===== src/rtl/lc3_mem_pkg.sv =====
// Shared constants and types for the LC-3 memory-access unit.
package lc3_mem_pkg;

    // Everything at or above this address is decoded as memory-mapped I/O
    localparam logic [15:0] MMIO_BASE = 16'hFE00;
    localparam logic [15:0] KBSR_A    = 16'hFE00;
    localparam logic [15:0] KBDR_A    = 16'hFE02;
    localparam logic [15:0] DSR_A     = 16'hFE04;
    localparam logic [15:0] DDR_A     = 16'hFE06;
    localparam logic [15:0] MCR_A     = 16'hFFFE;

    // Reset values of the status/control registers
    localparam logic [15:0] KBSR_RST  = 16'h0000;
    localparam logic [15:0] DSR_RST   = 16'h8000;
    localparam logic [15:0] MCR_RST   = 16'h8000;

    typedef enum logic [1:0] {
        ST_IDLE,
        ST_MEM_WAIT,
        ST_IO,
        ST_DONE
    } state_t;

    // One MMIO register access, presented for exactly one cycle
    typedef struct packed {
        logic        rd;
        logic        wr;
        logic [15:0] addr;
        logic [15:0] wdata;
    } io_req_t;

    function automatic logic is_mmio(input logic [15:0] a);
        return a >= MMIO_BASE;
    endfunction

endpackage


===== src/rtl/lc3_mmio_regs.sv =====
// Memory-mapped I/O registers: keyboard, display and machine control.
module lc3_mmio_regs
    import lc3_mem_pkg::*;
(
    input  logic        i_clk,
    input  logic        i_rst_n,
    input  io_req_t     io_req,
    output logic [15:0] io_rdata,
    input  logic        i_kb_valid,
    input  logic [7:0]  i_kb_data,
    output logic        o_kb_ready,
    output logic        o_kb_irq,
    output logic        o_dd_valid,
    output logic [7:0]  o_dd_data,
    input  logic        i_dd_ready,
    output logic        o_mcr_run
);

    logic        kb_rdy;    // KBSR[15]
    logic        kb_ie;     // KBSR[14]
    logic [7:0]  kbdr;
    logic        dsr_rdy;   // DSR[15]
    logic [15:0] ddr;
    logic [15:0] mcr;

    logic kbdr_rd, kb_take, wr_kbsr, wr_ddr, wr_mcr;

    assign kbdr_rd = io_req.rd && (io_req.addr == KBDR_A);
    assign wr_kbsr = io_req.wr && (io_req.addr == KBSR_A);
    assign wr_ddr  = io_req.wr && (io_req.addr == DDR_A);
    assign wr_mcr  = io_req.wr && (io_req.addr == MCR_A);

    // A KBDR read clears the ready flag; ready is held low in that cycle
    // too, so a char offered alongside the read is never half-accepted.
    // kbdr_rd comes straight off FSM registers, so this stays glitch-free.
    assign o_kb_ready = ~kb_rdy & ~kbdr_rd;
    assign kb_take    = i_kb_valid & o_kb_ready;
    assign o_kb_irq   = kb_rdy & kb_ie;
    assign o_dd_valid = ~dsr_rdy;
    assign o_dd_data  = ddr[7:0];
    assign o_mcr_run  = mcr[15];

    // Register read mux; unmapped MMIO addresses read as zero
    always_comb begin
        io_rdata = '0;
        case (io_req.addr)
            KBSR_A:  io_rdata = {kb_rdy, kb_ie, 14'h0};
            KBDR_A:  io_rdata = {8'h00, kbdr};
            DSR_A:   io_rdata = {dsr_rdy, 15'h0};
            DDR_A:   io_rdata = ddr;
            MCR_A:   io_rdata = mcr;
            default: io_rdata = '0;
        endcase
    end

    // Register storage, bus writes and device handshakes
    always_ff @(posedge i_clk or negedge i_rst_n) begin
        if (!i_rst_n) begin
            kb_rdy  <= KBSR_RST[15];
            kb_ie   <= KBSR_RST[14];
            kbdr    <= '0;
            dsr_rdy <= DSR_RST[15];
            ddr     <= '0;
            mcr     <= MCR_RST;
        end else begin
            if (kbdr_rd) begin
                kb_rdy <= 1'b0;
            end else if (kb_take) begin
                kb_rdy <= 1'b1;
                kbdr   <= i_kb_data;
            end
            if (wr_kbsr) kb_ie <= io_req.wdata[14];

            // A DDR write while the display is still busy is dropped
            if (wr_ddr && dsr_rdy) begin
                ddr     <= io_req.wdata;
                dsr_rdy <= 1'b0;
            end else if (o_dd_valid && i_dd_ready) begin
                dsr_rdy <= 1'b1;
            end

            if (wr_mcr) mcr <= io_req.wdata;
        end
    end

endmodule


===== src/rtl/lc3_mem_access.sv =====
// LC-3 memory-access unit: owns MAR/MDR, sequences memory and MMIO cycles.
module lc3_mem_access
    import lc3_mem_pkg::*;
#(
    parameter int unsigned TIMEOUT = 255   // MEM_WAIT cycles before abort, 0 = never
) (
    input  logic        i_clk,
    input  logic        i_rst_n,
    input  logic        i_ld_mar,
    input  logic [15:0] i_mar_in,
    input  logic        i_ld_mdr,
    input  logic [15:0] i_mdr_in,
    input  logic        i_mem_en,
    input  logic        i_rw,
    output logic [15:0] o_mar,
    output logic [15:0] o_mdr,
    output logic        o_ready,
    output logic        o_err,
    output logic        o_mem_req,
    output logic        o_mem_we,
    output logic [15:0] o_mem_addr,
    output logic [15:0] o_mem_wdata,
    input  logic [15:0] i_mem_rdata,
    input  logic        i_mem_ack,
    input  logic        i_kb_valid,
    input  logic [7:0]  i_kb_data,
    output logic        o_kb_ready,
    output logic        o_kb_irq,
    output logic        o_dd_valid,
    output logic [7:0]  o_dd_data,
    input  logic        i_dd_ready,
    output logic        o_mcr_run
);

    localparam logic [15:0] TO_LAST = 16'(TIMEOUT - 1);

    state_t      state;
    logic [15:0] mar, mdr;
    logic [15:0] acc_addr, acc_wdata;   // snapshot of MAR/MDR at accept
    logic        acc_we;
    logic [15:0] wait_cnt;
    logic        to_flag;
    logic        req_q, ready_q, err_q;
    io_req_t     io_req;
    logic [15:0] io_rdata;

    assign o_mar       = mar;
    assign o_mdr       = mdr;
    assign o_ready     = ready_q;
    assign o_err       = err_q;
    assign o_mem_req   = req_q;
    assign o_mem_we    = req_q & acc_we;
    assign o_mem_addr  = acc_addr;
    assign o_mem_wdata = acc_wdata;

    // MMIO access strobe for the single IO cycle
    always_comb begin
        io_req       = '0;
        io_req.rd    = (state == ST_IO) && !acc_we;
        io_req.wr    = (state == ST_IO) && acc_we;
        io_req.addr  = acc_addr;
        io_req.wdata = acc_wdata;
    end

    lc3_mmio_regs u_mmio (
        .i_clk      (i_clk),
        .i_rst_n    (i_rst_n),
        .io_req     (io_req),
        .io_rdata   (io_rdata),
        .i_kb_valid (i_kb_valid),
        .i_kb_data  (i_kb_data),
        .o_kb_ready (o_kb_ready),
        .o_kb_irq   (o_kb_irq),
        .o_dd_valid (o_dd_valid),
        .o_dd_data  (o_dd_data),
        .i_dd_ready (i_dd_ready),
        .o_mcr_run  (o_mcr_run)
    );

    // Access FSM with MAR/MDR, timeout counter and registered handshake outputs
    always_ff @(posedge i_clk or negedge i_rst_n) begin
        if (!i_rst_n) begin
            state     <= ST_IDLE;
            mar       <= '0;
            mdr       <= '0;
            acc_addr  <= '0;
            acc_wdata <= '0;
            acc_we    <= 1'b0;
            wait_cnt  <= '0;
            to_flag   <= 1'b0;
            req_q     <= 1'b0;
            ready_q   <= 1'b0;
            err_q     <= 1'b0;
        end else begin
            ready_q <= 1'b0;
            err_q   <= 1'b0;
            case (state)
                ST_IDLE: begin
                    if (i_ld_mar) mar <= i_mar_in;
                    if (i_ld_mdr) mdr <= i_mdr_in;
                    // Snapshot takes the pre-load MAR/MDR, so a same-cycle
                    // load affects only the next access
                    if (i_mem_en) begin
                        acc_addr  <= mar;
                        acc_wdata <= mdr;
                        acc_we    <= i_rw;
                        wait_cnt  <= '0;
                        to_flag   <= 1'b0;
                        if (is_mmio(mar)) begin
                            state <= ST_IO;
                        end else begin
                            state <= ST_MEM_WAIT;
                            req_q <= 1'b1;
                        end
                    end
                end
                ST_MEM_WAIT: begin
                    // An ack on the last allowed cycle still wins over the timeout
                    if (i_mem_ack) begin
                        if (!acc_we) mdr <= i_mem_rdata;
                        req_q <= 1'b0;
                        state <= ST_DONE;
                    end else if ((TIMEOUT != 0) && (wait_cnt == TO_LAST)) begin
                        if (!acc_we) mdr <= '0;
                        to_flag <= 1'b1;
                        req_q   <= 1'b0;
                        state   <= ST_DONE;
                    end else begin
                        wait_cnt <= wait_cnt + 16'd1;
                    end
                end
                ST_IO: begin
                    if (!acc_we) mdr <= io_rdata;
                    state <= ST_DONE;
                end
                ST_DONE: begin
                    ready_q <= 1'b1;
                    err_q   <= to_flag;
                    state   <= ST_IDLE;
                end
                default: state <= ST_IDLE;
            endcase
        end
    end

endmodule


===== config.mk =====
export PLATFORM = sky130hd
export DESIGN_NAME = lc3_mem_access
export DESIGN_NICKNAME = d
export VERILOG_FILES = /design/src/rtl/lc3_mem_pkg.sv /design/src/rtl/lc3_mmio_regs.sv /design/src/rtl/lc3_mem_access.sv
export SDC_FILE = /design/constraint.sdc
export NUM_CORES = 1
export LEC_CHECK = 0
export ABC_AREA = 1
export CAP_MARGIN = 20
export CORE_MARGIN = 2
export CORE_UTILIZATION = 47
export CTS_BUF_LIST = sky130_fd_sc_hd__clkbuf_8
export DETAILED_ROUTE_END_ITERATION = 16
export PLACE_DENSITY = 0.8
export SYNTH_ARGS = -nofsm -noshare
export SYNTH_HDL_FRONTEND = slang
export SYNTH_SLANG_ARGS = --single-unit

===== constraint.sdc =====
create_clock -name i_clk -period 1.89 [get_ports i_clk]
set_clock_uncertainty 0.15 [all_clocks]
set_input_delay 0.2835 -clock i_clk [delete_from_list [all_inputs] [get_ports i_clk]]
set_output_delay 0.2835 -clock i_clk [all_outputs]
set_load 0.005 [all_outputs]

==> impl_results.md, run 1 <==
* DR pass1 iterations at 8
* Critical Path RT at approximately 1500 ps
* Area Overhead vs Synth at 46.3%
* Rows at 42
* Worst setup EP type: primary output
* WL/cell at between 15 and 20 µm
* Synth unique cells at 37
* Gr usage total at 0.242
* CTS tree: built
* Largest net degree at the start of global routing at 43
* Seq/Total Area, Yosys at 0.502
* Start point of the critical path: o_mem_addr[8]$_DFFE_PN0P_
* Final instance area at approximately 9500 µm²
* Commonest non-fill, non-tap cell in the layout: nand2_1
* CP Launch Type: flop
* Worst-case reg-to-reg path depth at 12
* Cts bufs inserted at 17
* CTS clock-pin slew for the worst setup and hold paths at 80 ps
* Yosys reg bits at 130
* Rel. slew slack at 0.681
* Gr ovfl total at 0
* Root buffer cell: clkbuf_8
* Hold Crit Class: in2async
* Violated checks: setup timing
* Initial antenna violation count at 0
* Fin crit share at 1.09
* Port Buf Inserts at around 140
* Yosys warnings at 0
* Final nets at 1,126
* Post-layout util at 0.711
* Max Fclk at roughly 480 MHz
* Leakage at roughly 0.0048 µW
* Synth top area share at 0.494
* Ant. Diodes at 0
* Placed cell areas at ~8500 µm²
* Switch share at 0.379
* Internal at 8540 µW
* Clock latency on the worst-skew pair at between 400 and 500 ps
* Die area at 14,800 µm²
* # IOs at about 150
* Clock sink count at 130
* Arrival time at the worst endpoint at roughly 1600 ps
* Comb pwr share at 0.527
* IR Drop Worst-Case VDD at between 1 and 1.5 mV
* Avg Cell Area, Syn at 7.78 µm²
* H-Tree Depth at 4
* Die Width at between 100 and 150 µm
* DRT iter0 DRCs at approximately 580
* Total Routed Length at around 19,000 µm
* Cell taking the most area after synthesis: dfrtp_1
* Die height at 122 µm
* Initial Utilization at 0.486
* GPL Wtd Cong at 0.892
* Gate Count Post-Synth at around 830
* Commonest cells after routing, fill and taps aside: nand2_1 (296), dfrtp_1 (127), clkdlybuf4s50_1 (124)
* Hpwl dp at 12,400 µm
* Syn Std Cell Area at about 6500 µm²
* Tightest Pin Transition at approximately 480 ps
* Fin crit period at about 2100 ps
* Clock network power share at 0.177
* Filler cells at ~1,000
* Switching pwr at 5210 µW
* Worst reg2reg startpoint: state[0]$_DFFE_PN0P_
* FF-to-FF setup slack at -130 ps
* Mapped Nets at around 900
* Share of layout cells above drive strength 1 at 0.205
* Top post-synthesis cells by area: dfrtp_1 (49%), nand2_1 (18%), nor2_1 (4.3%), o21ai_0 (3.9%), inv_1 (3.9%)
* Max Cap Violations at 0
* Max Buffers Root-to-Sink at 2
* Crit path kind: reg2out
* Setup ws final at -176 ps
* Status: finished, violations left
* Fin. Hold Viols at 0
* Vias per inst at 5.09
* Post-DRT Antenna Nets at 0
* Core Area at between 10,000 and 15,000 µm²
* First-pass GRT wire length at approximately 28,000 µm
* Pwr per Cell Area at between 1000 and 1500 nW/µm²
* Vias in the first global route at 5,895
* RSZ-0062 raised after global routing: yes
* Slew Limit Fails at 0
* Drt drc at 0
* Vias at around 6,300
* Final Setup Violations at 9
* Seq pwr share at 0.297
* Final Power at around 14,000 µW
* Worst-path maximum fanout at 2
[critical path, cell delays in order, from the launching register on]
cell,delay [ps]
dfrtp_1,410
nor2_2,130
nand2_2,90
nor2_4,100
nand2_2,80
inv_2,70
nand3_2,70
nand2_2,70
inv_2,40
buf_2,120
[synthesized netlist by cell type (all sizes together)]
cell	n
a21oi	18
a31oi	1
and3	1
buf	21
clkbuf	18
clkinv	1
dfrtp	128
dfstp	2
ha	7
inv	74
mux2	4
nand2	322
nand3	44
nand3b	2
nand4	12
nor2	83
nor3	6
nor4	2
o21a	3
o21ai	74
o31ai	5
xor2	6
[cells by family after synthesis]
logic type	share of synthesized area
AO/OA/AOI/OAI	0.0829
flip-flops	0.502
AND/OR/NAND/NOR	0.307
buffers and inverters	0.0796
XOR/XNOR	0.00810
multiplexers	0.00694
adder cells (fa/ha/maj)	0.0135
[power groups by stage]
stage	logic, µW	registers (µW)	clock network [µW]
final	7240	4080	2430
after global routing	7880	4150	2580
after CTS	6060	4040	2460
after detailed placement	5940	4090	0
after global placement	5790	4060	0
after floorplan	2830	4150	0
[metal layers]
metal,track usage,part of all wire,vias to the layer above
met5,0,0,-
met4,0.0797,0.019,0
met3,0.0630,0.059,42
met2,0.413,0.51,218
met1,0.301,0.41,3006
li1,-,-,3067
[metrics by stage]
| step | setup TNS, ps | std cells | hold slack, ps | setup slack [ps] |
|---|---|---|---|---|
| floorplan | 0 | 834 | -162 | 61.2 |
| global placement | -24.2 | 1183 | 113 | -24.2 |
| detailed placement | -234 | 1183 | 116 | -99.9 |
| CTS | -1400 | 1221 | 167 | -251 |
| global route | -3560 | 1243 | 204 | -318 |
| finish | -869 | 1243 | 178 | -176 |
[path summary, 6_finish.rpt]
check,endpoint
worst max-delay path,o_kb_ready
worst min-delay path,o_mar[12]$_DFFE_PN0P_
worst max register to register,wait_cnt[11]$_DFFE_PN0P_
min in group i_clk,u_mmio.kbdr[2]$_DFFE_PN0P_
worst min register to register,u_mmio.kbdr[5]$_DFFE_PN0P_
max in group asynchronous,wait_cnt[3]$_DFFE_PN0P_
[flip-flops by register name (all words and copies together) (netlist names)]
name,count
o_mar,16
o_mdr,16
o_mem_addr,16
o_mem_wdata,16
u_mmio.ddr,16
u_mmio.mcr,16
wait_cnt,16
u_mmio.kbdr,8
state,2
acc_we,1
o_err,1
o_mem_req,1
o_ready,1
to_flag,1
u_mmio.dsr_rdy,1
u_mmio.kb_ie,1
u_mmio.kb_rdy,1
[what timing repair did]
item | 4_1_cts | 5_1_grt
pin swaps | 5 | 30
buffers inserted | 5 | 18
endpoints found under the hold margin | 70 | 0
gates resized for setup | 20 | 94
hold buffers | 1 | 0
endpoints found under the setup margin | 30 | 82
cloned | 0 | 4
[final cells by class]
| cell class | count | area [µm²] | share of cell area |
|---|---|---|---|
| well taps | 176 | 220 | 0.0232 |
| clock inverters | 10 | 108 | 0.0113 |
| inverters | 75 | 294 | 0.0310 |
| clock buffers | 22 | 303 | 0.0319 |
| repair buffers | 239 | 2350 | 0.248 |
| flip-flops and latches | 130 | 3260 | 0.343 |
| repair inverters | 1 | 7.51 | 0.000791 |
| multi-input cells | 590 | 2960 | 0.311 |
(Power assumes the default switching activity.)
==> run 2: changes to the inputs <==
--- a/config.mk
+++ b/config.mk
@@ -7,7 +7,7 @@
 export LEC_CHECK = 0
 export ABC_AREA = 1
 export CAP_MARGIN = 20
-export CORE_MARGIN = 2
+export CORE_MARGIN = 10
 export CORE_UTILIZATION = 47
 export CTS_BUF_LIST = sky130_fd_sc_hd__clkbuf_8
 export DETAILED_ROUTE_END_ITERATION = 16
==> impl_results.md, run 2 (synthesized netlist as in run 1, its figures left out) <==
* Status: finished, violations left
* Violated checks: setup timing
* Clock sink count at 130 (unchanged)
* Leakage at 0.00474 µW (-0.46%)
* First-pass GRT wire length at 29,800 µm (+7.5%)
* H-Tree Depth at 4 (unchanged)
* Final instance area at 9460 µm² (-0.43%)
* Arrival time at the worst endpoint at 1640 ps (about the same)
* Placed cell areas at 8490 µm² (-0.44%)
* Clock latency on the worst-skew pair at 450 ps (about the same)
* FF-to-FF setup slack at -30 ps (+100 ps)
* Root buffer cell: clkbuf_8
* Initial Utilization at 0.484 (-0.00191)
* Hold path endpoint: u_mmio.dsr_rdy$_DFFE_PN1P_
* Fin crit period at 2070 ps (+3.85 ps)
* Tightest Pin Transition at 561 ps (+81.7 ps)
* Vias per inst at 5.07 (-0.42%)
* Port Buf Inserts at 144 (unchanged)
* Rows at 42 (unchanged)
* CTS tree: built
* WL/cell at 16.2 µm (+6.9%)
* Commonest non-fill, non-tap cell in the layout: nand2_1
* GPL Wtd Cong at 0.855 (-4.1%)
* CP Launch Type: flop
* DR pass1 iterations at 6 (-2)
* Final Power at 13,600 µW (-0.95%)
* Reg-to-Reg End: o_mdr[15]$_DFFE_PN0P_
* Core Area at 13,400 µm² (+0.39%)
* Area Overhead vs Synth at 45.7%
* Vias in the first global route at 6,041 (+2.5%)
* Pwr per Cell Area at 1440 nW/µm² (-0.52%)
* Worst-path maximum fanout at 2 (unchanged)
* Die area at 18,900 µm² (+28%)
* Initial antenna violation count at 0 (unchanged)
* Fin crit share at 1.10 (+0.00203)
* RSZ-0062 raised after global routing: yes
* Total placed cells including tap cells at 1,178 (-0.42%)
* Share of layout cells above drive strength 1 at 0.199 (-0.00600)
* Drt drc at 0 (unchanged)
* Max Buffers Root-to-Sink at 2 (unchanged)
* Ant. Diodes at 0 (unchanged)
* DRT iter0 DRCs at 566 (-1.7%)
* Largest net degree at the start of global routing at 101 (+130%)
* Final Setup Violations at 2 (-7)
* Vias at 6,291 (-0.66%)
* Final nets at 1,123 (-0.27%)
* Post-DRT Antenna Nets at 0 (unchanged)
* Hold_ws at 240 ps (+62.7 ps)
* Gr ovfl total at 0 (unchanged)
* Post-route insts no fill at 1,240 (-0.24%)
* Hold Crit Class: in2reg
* Slew Limit Fails at 0 (unchanged)
* Fin. Hold Viols at 0 (unchanged)
* IR Drop Worst-Case VDD at 0.894 mV (-12%)
* Worst-case reg-to-reg path depth at 12 (unchanged)
* Total Neg Setup Slack at -209 ps (+660 ps)
* Rel. slew slack at 0.625 (-0.0556)
* Crit path kind: reg2out
* Worst reg2reg startpoint: o_mem_addr[0]$_DFFE_PN0P_
* Gr usage total at 0.200 (-0.0426)
* Commonest cells after routing, fill and taps aside: nand2_1 (304), dfrtp_1 (126), clkdlybuf4s50_1 (123)
* Worst setup EP type: primary output
* Hold Path Cell Cnt at 2
* Hpwl dp at 13,300 µm (+7.5%)
* Critical Path RT at 1460 ps (about the same)
* Cts bufs inserted at 17 (unchanged)
* # IOs at 145 (unchanged)
* Total Routed Length at 20,100 µm (+6.7%)
* HP Start: i_dd_ready
* Setup ws final at -180 ps (-3.85 ps)
* Max Fclk at 483 MHz (-0.19%)
* Die Width at 138 µm (+13%)
* CTS clock-pin slew for the worst setup and hold paths at 80 ps (about the same)
* Max Cap Violations at 0 (unchanged)
* Die height at 138 µm (+13%)
## run 2: changes by cell type in the layout (fill, tap and decap cells not counted), sizes merged
cell	previous run	this run
dlygate4sd2	11	10
inv	74	75
buf	94	90
clkdlybuf4s50	124	123
clkbuf	24	25
clkinvlp	4	2
dlymetal6s2s	7	8
clkinv	6	8
## run 2: worst max path at each step
stage	startpoint	to	slack, ps	cells after the start
2_1_floorplan	state[0]$_DFFE_PN0P_	o_mdr[10]$_DFFE_PN0P_	60	9
3_3_place_gp	o_mem_addr[10]$_DFFE_PN0P_	o_kb_ready	-50	10
3_5_place_dp	o_mem_addr[5]$_DFFE_PN0P_	o_kb_ready	-90	9
4_1_cts	o_mem_addr[2]$_DFFE_PN0P_	o_kb_ready	-190	9
5_1_grt	o_mem_addr[4]$_DFFE_PN0P_	o_kb_ready	-290	9
6_report	o_mem_addr[14]$_DFFE_PN0P_	o_kb_ready	-180	10
## run 2: area by class of cell
| cell class | count | area, µm² |
|---|---|---|
| multi-input combinational | 590 | 2930 |
| clock inverter | 11 | 111 |
| clock buffer | 21 | 289 |
| sequential | 130 | 3260 |
| timing repair buffer | 236 | 2350 |
| tap | 176 | 220 |
| inverter | 75 | 295 |
| fill | 1045 | 3950 |
| timing repair inverter | 1 | 5.00 |
## run 2: what timing repair did
item,in CTS,in global routing
hold buffers,1,0
pin swaps,6,22
setup buffers,7,17
resized for setup,25,78
endpoints found under the hold margin,128,0
endpoints found under the setup margin,28,92
cloned,0,6
## run 2: through the flow
step | worst slack, ps | utilization
floorplan | 61.2 | -
global placement | -53.9 | 0.633
detailed placement | -87.2 | 0.633
CTS | -193 | 0.670
global route | -295 | 0.706
finish | -180 | 0.706
## run 2: where the power goes
group	switching, µW	total [µW]	internal, µW	leakage, µW
Combinational	3590	7160	3570	0.00287
Sequential	507	4060	3550	0.00166
Clock	1100	2400	1290	0.000210
## run 2: worst max-delay path, stage by stage, from the launching register on
cell     delay (ps)
dfrtp_1         360
nand2_1          90
inv_2            60
nand2_2          80
nor2_4          130
nand2_2          80
inv_2            80
nand3_2          80
nand2_2          70
inv_2            40
buf_6           110
## run 2: layer usage
metal  part of all wire  wire length (µm)  global-route usage  vias to the layer above
met5                  0                 0                   0                        -
met4              0.020               394              0.0761                        0
met3              0.083              1670              0.0685                       31
met2               0.51             10300               0.328                      245
met1               0.39              7750               0.235                     2963
li1                   -                 -                   -                     3052
==> run 3: changes to the inputs <==
--- a/config.mk
+++ b/config.mk
@@ -7,10 +7,12 @@
 export LEC_CHECK = 0
 export ABC_AREA = 1
 export CAP_MARGIN = 20
+export CORE_ASPECT_RATIO = 0.5
 export CORE_MARGIN = 10
 export CORE_UTILIZATION = 47
 export CTS_BUF_LIST = sky130_fd_sc_hd__clkbuf_8
 export DETAILED_ROUTE_END_ITERATION = 16
+export GPL_TIMING_DRIVEN = 1
 export PLACE_DENSITY = 0.8
 export SYNTH_ARGS = -nofsm -noshare
 export SYNTH_HDL_FRONTEND = slang
==> impl_results.md, run 3 (synthesized netlist as in run 1, its figures left out) <==
* Gr usage total at 0.207 (+0.00720)
* WL/cell at 17.0 µm (+4.8%)
* CTS tree: built
* Final Setup Violations at 25 (+23)
* Area Overhead vs Synth at 46.3%
* Fin crit share at 1.10 (+0.00930)
* Critical-path top delay cell: dfrtp_1
* Max Cap Violations at 0 (unchanged)
* Critical Path RT at 2080 ps (+620 ps)
* Status: finished, violations left
* Total placed cells including tap cells at 1,197 (+1.6%)
* Post-layout util at 0.701 (-0.00505)
* Hpwl dp at 14,000 µm (+4.7%)
* Max Buffers Root-to-Sink at 2 (unchanged)
* Placed cell areas at 8530 µm² (+0.50%)
* Clock sink count at 130 (unchanged)
* Core Area at 13,600 µm² (+1.1%)
* Rows at 30 (-29%)
* Rel. slew slack at 0.647 (+0.0223)
* Gr ovfl total at 0 (unchanged)
* Pwr per Cell Area at 1420 nW/µm² (-1.4%)
* Worst reg2reg startpoint: state[0]$_DFFE_PN0P_
* Cts bufs inserted at 17 (unchanged)
* Tightest Pin Transition at 527 ps (-33.3 ps)
* # IOs at 145 (unchanged)
* Root buffer cell: clkbuf_8
* Ant. Diodes at 0 (unchanged)
* Post-route insts no fill at 1,254 (+1.1%)
* Leakage at 0.00475 µW (about the same)
* CTS clock-pin slew for the worst setup and hold paths at 80 ps (about the same)
* RSZ-0062 raised after global routing: yes
* Commonest cells after routing, fill and taps aside: nand2_1 (288), dfrtp_1 (128), clkdlybuf4s50_1 (123)
* Vias in the first global route at 6,224 (+3.0%)
* Largest net degree at the start of global routing at 50 (-50%)
* Setup ws final at -197 ps (-17.6 ps)
* Reg-to-Reg End: u_mmio.ddr[6]$_DFFE_PN0P_
* FF-to-FF setup slack at -200 ps (-170 ps)
* Post-DRT Antenna Nets at 0 (unchanged)
* DR pass1 iterations at 5 (-1)
* Arrival time at the worst endpoint at 2280 ps (+640 ps)
* Register area at 3260 µm² (about the same)
* Commonest non-fill, non-tap cell in the layout: nand2_1
* DRT iter0 DRCs at 544 (-3.9%)
* Fin crit period at 2090 ps (+17.6 ps)
* Crit path kind: reg2reg
* Total Neg Setup Slack at -1740 ps (-1530 ps)
* Fin. Hold Viols at 0 (unchanged)
* Initial Utilization at 0.479 (-0.00537)
* Share of layout cells above drive strength 1 at 0.213 (+0.0136)
* Final Power at 13,500 µW (-0.96%)
* Vias per inst at 5.12 (+0.90%)
* Footprint of the multi-input gates at 3010 µm² (+2.7%)
* GPL Wtd Cong at 0.851 (-0.43%)
* Max Fclk at 479 MHz (-0.84%)
* CP Launch Type: flop
* Die area at 19,200 µm² (+1.5%)
* Die height at 103 µm (-25%)
* Port Buf Inserts at 144 (unchanged)
* Slew Limit Fails at 0 (unchanged)
* Final instance area at 9490 µm² (+0.40%)
* Filler cells at 987 (-5.6%)
* Worst-path maximum fanout at 16 (+14)
* Violated checks: setup timing
* Critical Path Max Stage Delay at 430 ps (+70 ps)
* Clock latency on the worst-skew pair at 450 ps (about the same)
* Final nets at 1,123 (unchanged)
* Worst setup EP type: flop
* Drt drc at 0 (unchanged)
* First-pass GRT wire length at 31,100 µm (+4.4%)
* IR Drop Worst-Case VDD at 0.825 mV (-7.7%)
* Die Width at 186 µm (+35%)
* Total Routed Length at 21,300 µm (+6.0%)
* Initial antenna violation count at 0 (unchanged)
* H-Tree Depth at 4 (unchanged)
* Hold Crit Class: in2async
* Vias at 6,419 (+2.0%)
* Worst-case reg-to-reg path depth at 8 (-4)
* Crit path cell chain: inv_2, ha_4, nand2_1, nor2_2, nand4_1, buf_4, clkbuf_16, o21ai_0
## run 3: cell count changes in the layout (fill, tap and decap cells not counted), sizes merged
cell           change
clkbuf             -4
nor2               +1
clkinvlp           +1
clkinv             -2
clkdlybuf4s15      +1
dlymetal6s2s       +2
inv                +2
dlygate4sd2        -2
buf                -1
## run 3: layer usage
metal	global-route usage	up-vias	routed length, µm
met3	0.0499	63	1580
met5	0	-	0
li1	-	3059	-
met4	0.0757	0	699
met1	0.251	3056	8580
met2	0.353	241	10400
## run 3: through the flow
step	hold WS (ps)	setup slack, ps
floorplan	-162	61.2
global placement	79.1	-91.9
detailed placement	88.5	-128
CTS	141	-206
global route	164	-327
finish	145	-197
## run 3: cell type report
cell class,count,area share
multi-input combinational,591,0.317
sequential,130,0.343
clock buffer,17,0.0246
timing repair buffer,236,0.246
inverter,75,0.0312
tap,192,0.0253
clock inverter,13,0.0130
## run 3: worst max-delay path, delay by kind of cell (launching register included)
kind | cells | cell delay [ps]
AOI/OAI and AO/OA | 1 | 250
adders and majority gates | 1 | 190
and+or+nand+nor | 3 | 420
buffers and inverters | 3 | 530
DFF | 1 | 430
## run 3: how the worst max path moves through the flow
stage / startpoint / to / slack [ps] / depth (start not counted)
floorplan: state[0]$_DFFE_PN0P_ / o_mdr[10]$_DFFE_PN0P_ / 60 / 9
global placement: o_mem_addr[5]$_DFFE_PN0P_ / o_kb_ready / -90 / 9
detailed placement: o_mem_addr[5]$_DFFE_PN0P_ / o_kb_ready / -130 / 9
CTS: o_mem_addr[2]$_DFFE_PN0P_ / o_kb_ready / -210 / 9
global route: o_mem_addr[1]$_DFFE_PN0P_ / o_kb_ready / -330 / 10
finish: state[0]$_DFFE_PN0P_ / u_mmio.ddr[6]$_DFFE_PN0P_ / -200 / 8
## run 3: what timing repair did
item,CTS,global route
hold buffers,1,0
setup endpoints to repair,31,106
resized for setup,31,93
setup buffers,9,16
pin swaps,9,28
gates cloned,1,4
endpoints found under the hold margin,72,0
## run 3: where the power goes
part,switching (µW),internal (µW)
clock,1110,1140
combinational,3710,3430
sequential,549,3550
total,5370,8120
==> RTL edit (settings of run 1) <==
Encoding of `state_t`: now one-hot (4 bits for 4 states).
--- a/src/rtl/lc3_mem_pkg.sv
+++ b/src/rtl/lc3_mem_pkg.sv
@@ -14,11 +14,11 @@
     localparam logic [15:0] DSR_RST   = 16'h8000;
     localparam logic [15:0] MCR_RST   = 16'h8000;
 
-    typedef enum logic [1:0] {
-        ST_IDLE,
-        ST_MEM_WAIT,
-        ST_IO,
-        ST_DONE
+    typedef enum logic [3:0] {
+        ST_IDLE     = 4'b0001,
+        ST_MEM_WAIT = 4'b0010,
+        ST_IO       = 4'b0100,
+        ST_DONE     = 4'b1000
     } state_t;
 
     // One MMIO register access, presented for exactly one cycle
Check against the original RTL: no difference found for any inputs over 4 cycles, from zero or initial values and one cycle with i_rst_n low; so few cycles prove little.
==> RTL edit against run 1 <==
  * The flow still finishes with violations (setup timing)
  * Cell area fell by 2.9%
  * Setup slack got worse by 0.0020 ns
  * Sequential cell count rose by 2
  * Total power fell by 13%
  * Maximum frequency hardly changed
  * Combinational power is 25% lower
  * Routed wire length is 0.22% lower
  * Area after synthesis decreased by 2.7%
  * Sequential share of layout area increased by 1.6 points
==> RTL edit: results (changes against run 1) <==
The chip width was 120 µm (-1.3%). The number of non-clock inverters is 61 (-20%), and the multi-input gate count is 556 (-5.8%). Relative contribution of combinational cells to total power: 45.6% (-7.1 points). The total of clock buffers placed in the layout was 19 (-14%); the number of non-clock buffers in the layout was 225 (-5.9%).

For the number of global-route vias before repair, the log shows 5,959 (+1.1%). The multi-input logic area was 2820 µm² (-4.7%). The routing usage on met2 was 41.3% (about the same). The number of vias in the routed layout was 6,161 (-2.7%); the synthesized-area fraction occupied by ao, oa, aoi and oai cells was 6.26% (-2.0 points).

The share of the synthesized netlist area taken by xor and xnor gates was 1.66% (+0.85 points). The static leakage was 0.00436 µW (-8.4%). The final-layout fill cell count was 982 (-5.5%); the multiplexer share of the synthesized area was 2.14% (+1.4 points). The total setup violations reported at the end of the flow was 17 (+8); the met2 wirelength from detailed routing was 9340 µm (-3.4%). The total power draw was 12,000 µW (-13%). Non-clock buffer contribution to total cell area: 24.2% (-0.54 points). The tools report the global-route usage over all layers as 25.9% (+1.7 points). The final reports fail on setup timing. The half-perimeter wire length after detailed placement was 12,100 µm (-2.3%); the power of the clock network was 2380 µW (-2%). The run gives -0.178 ns (-0.00196 ns) as the minimum setup slack in the final design.

Sequential cell area fraction in the yosys report: 52.4% (+2.2 points). For the first-pass GRT wire length, the log shows 29,100 µm (+4.8%). The net count after synthesis was 851 (-6.1%); the mean instance size in the synthesized netlist was 8.05 µm² (+3.5%). Routed wire length on met3: 1600 µm (+44%). Clock network area share: 4.26% (-0.062 points).

After synthesis, the cell types taking the most area are sky130_fd_sc_hd__dfrtp_1 51%, sky130_fd_sc_hd__nand2_1 18%, sky130_fd_sc_hd__nand3_1 6.0%, sky130_fd_sc_hd__o21ai_0 4.6%, sky130_fd_sc_hd__inv_1 3.0%. The met1 routing resource usage after global routing was 32.9% (+2.9 points); the number of clock sinks was 132 (+1.5%). The flow ran to the end, but the final reports show violations. The area share of fa/ha/maj cells after synthesis came out at 0.396% (-0.95 points). The run gives 8240 µm² (-3.4%) as the instance area at placement.

The worst-case vdd ir drop came out at 1.09 mV (+7.3%). By count the netlist is led by 296 x sky130_fd_sc_hd__nand2_1, 129 x sky130_fd_sc_hd__dfrtp_1, 76 x sky130_fd_sc_hd__nand3_1, 58 x sky130_fd_sc_hd__o21ai_0, 51 x sky130_fd_sc_hd__inv_1. Number of placed instances with taps included: 1,119 (-5.4%).

Fraction of area in registers: 35.9% (+1.6 points). For the number of standard cells in the final layout excluding fillers, the log shows 1,181 (-5.0%).
## RTL edit: worst max-delay path, stage by stage (launching register included)
cell	delay [ns]
sky130_fd_sc_hd__dfrtp_1	0.39
sky130_fd_sc_hd__inv_1	0.15
sky130_fd_sc_hd__nand4_4	0.14
sky130_fd_sc_hd__clkinv_2	0.08
sky130_fd_sc_hd__nand4_1	0.15
sky130_fd_sc_hd__nand2_1	0.11
sky130_fd_sc_hd__inv_2	0.05
sky130_fd_sc_hd__buf_6	0.10
## RTL edit: path summary, 6_finish.rpt
path / endpoint / slack [ns] / cells after the start
hold / removal: o_mar[10] / 0.13 / 2
min in group i_clk: o_mar[10] / 0.24 / 3
hold reg to reg: u_mmio.kbdr[2] / 0.33 / 2
max in group asynchronous: u_mmio.mcr[15] / 0.81 / 3
setup / recovery: o_kb_ready / -0.18 / 7
setup reg to reg: o_mdr[15] / -0.05 / 11
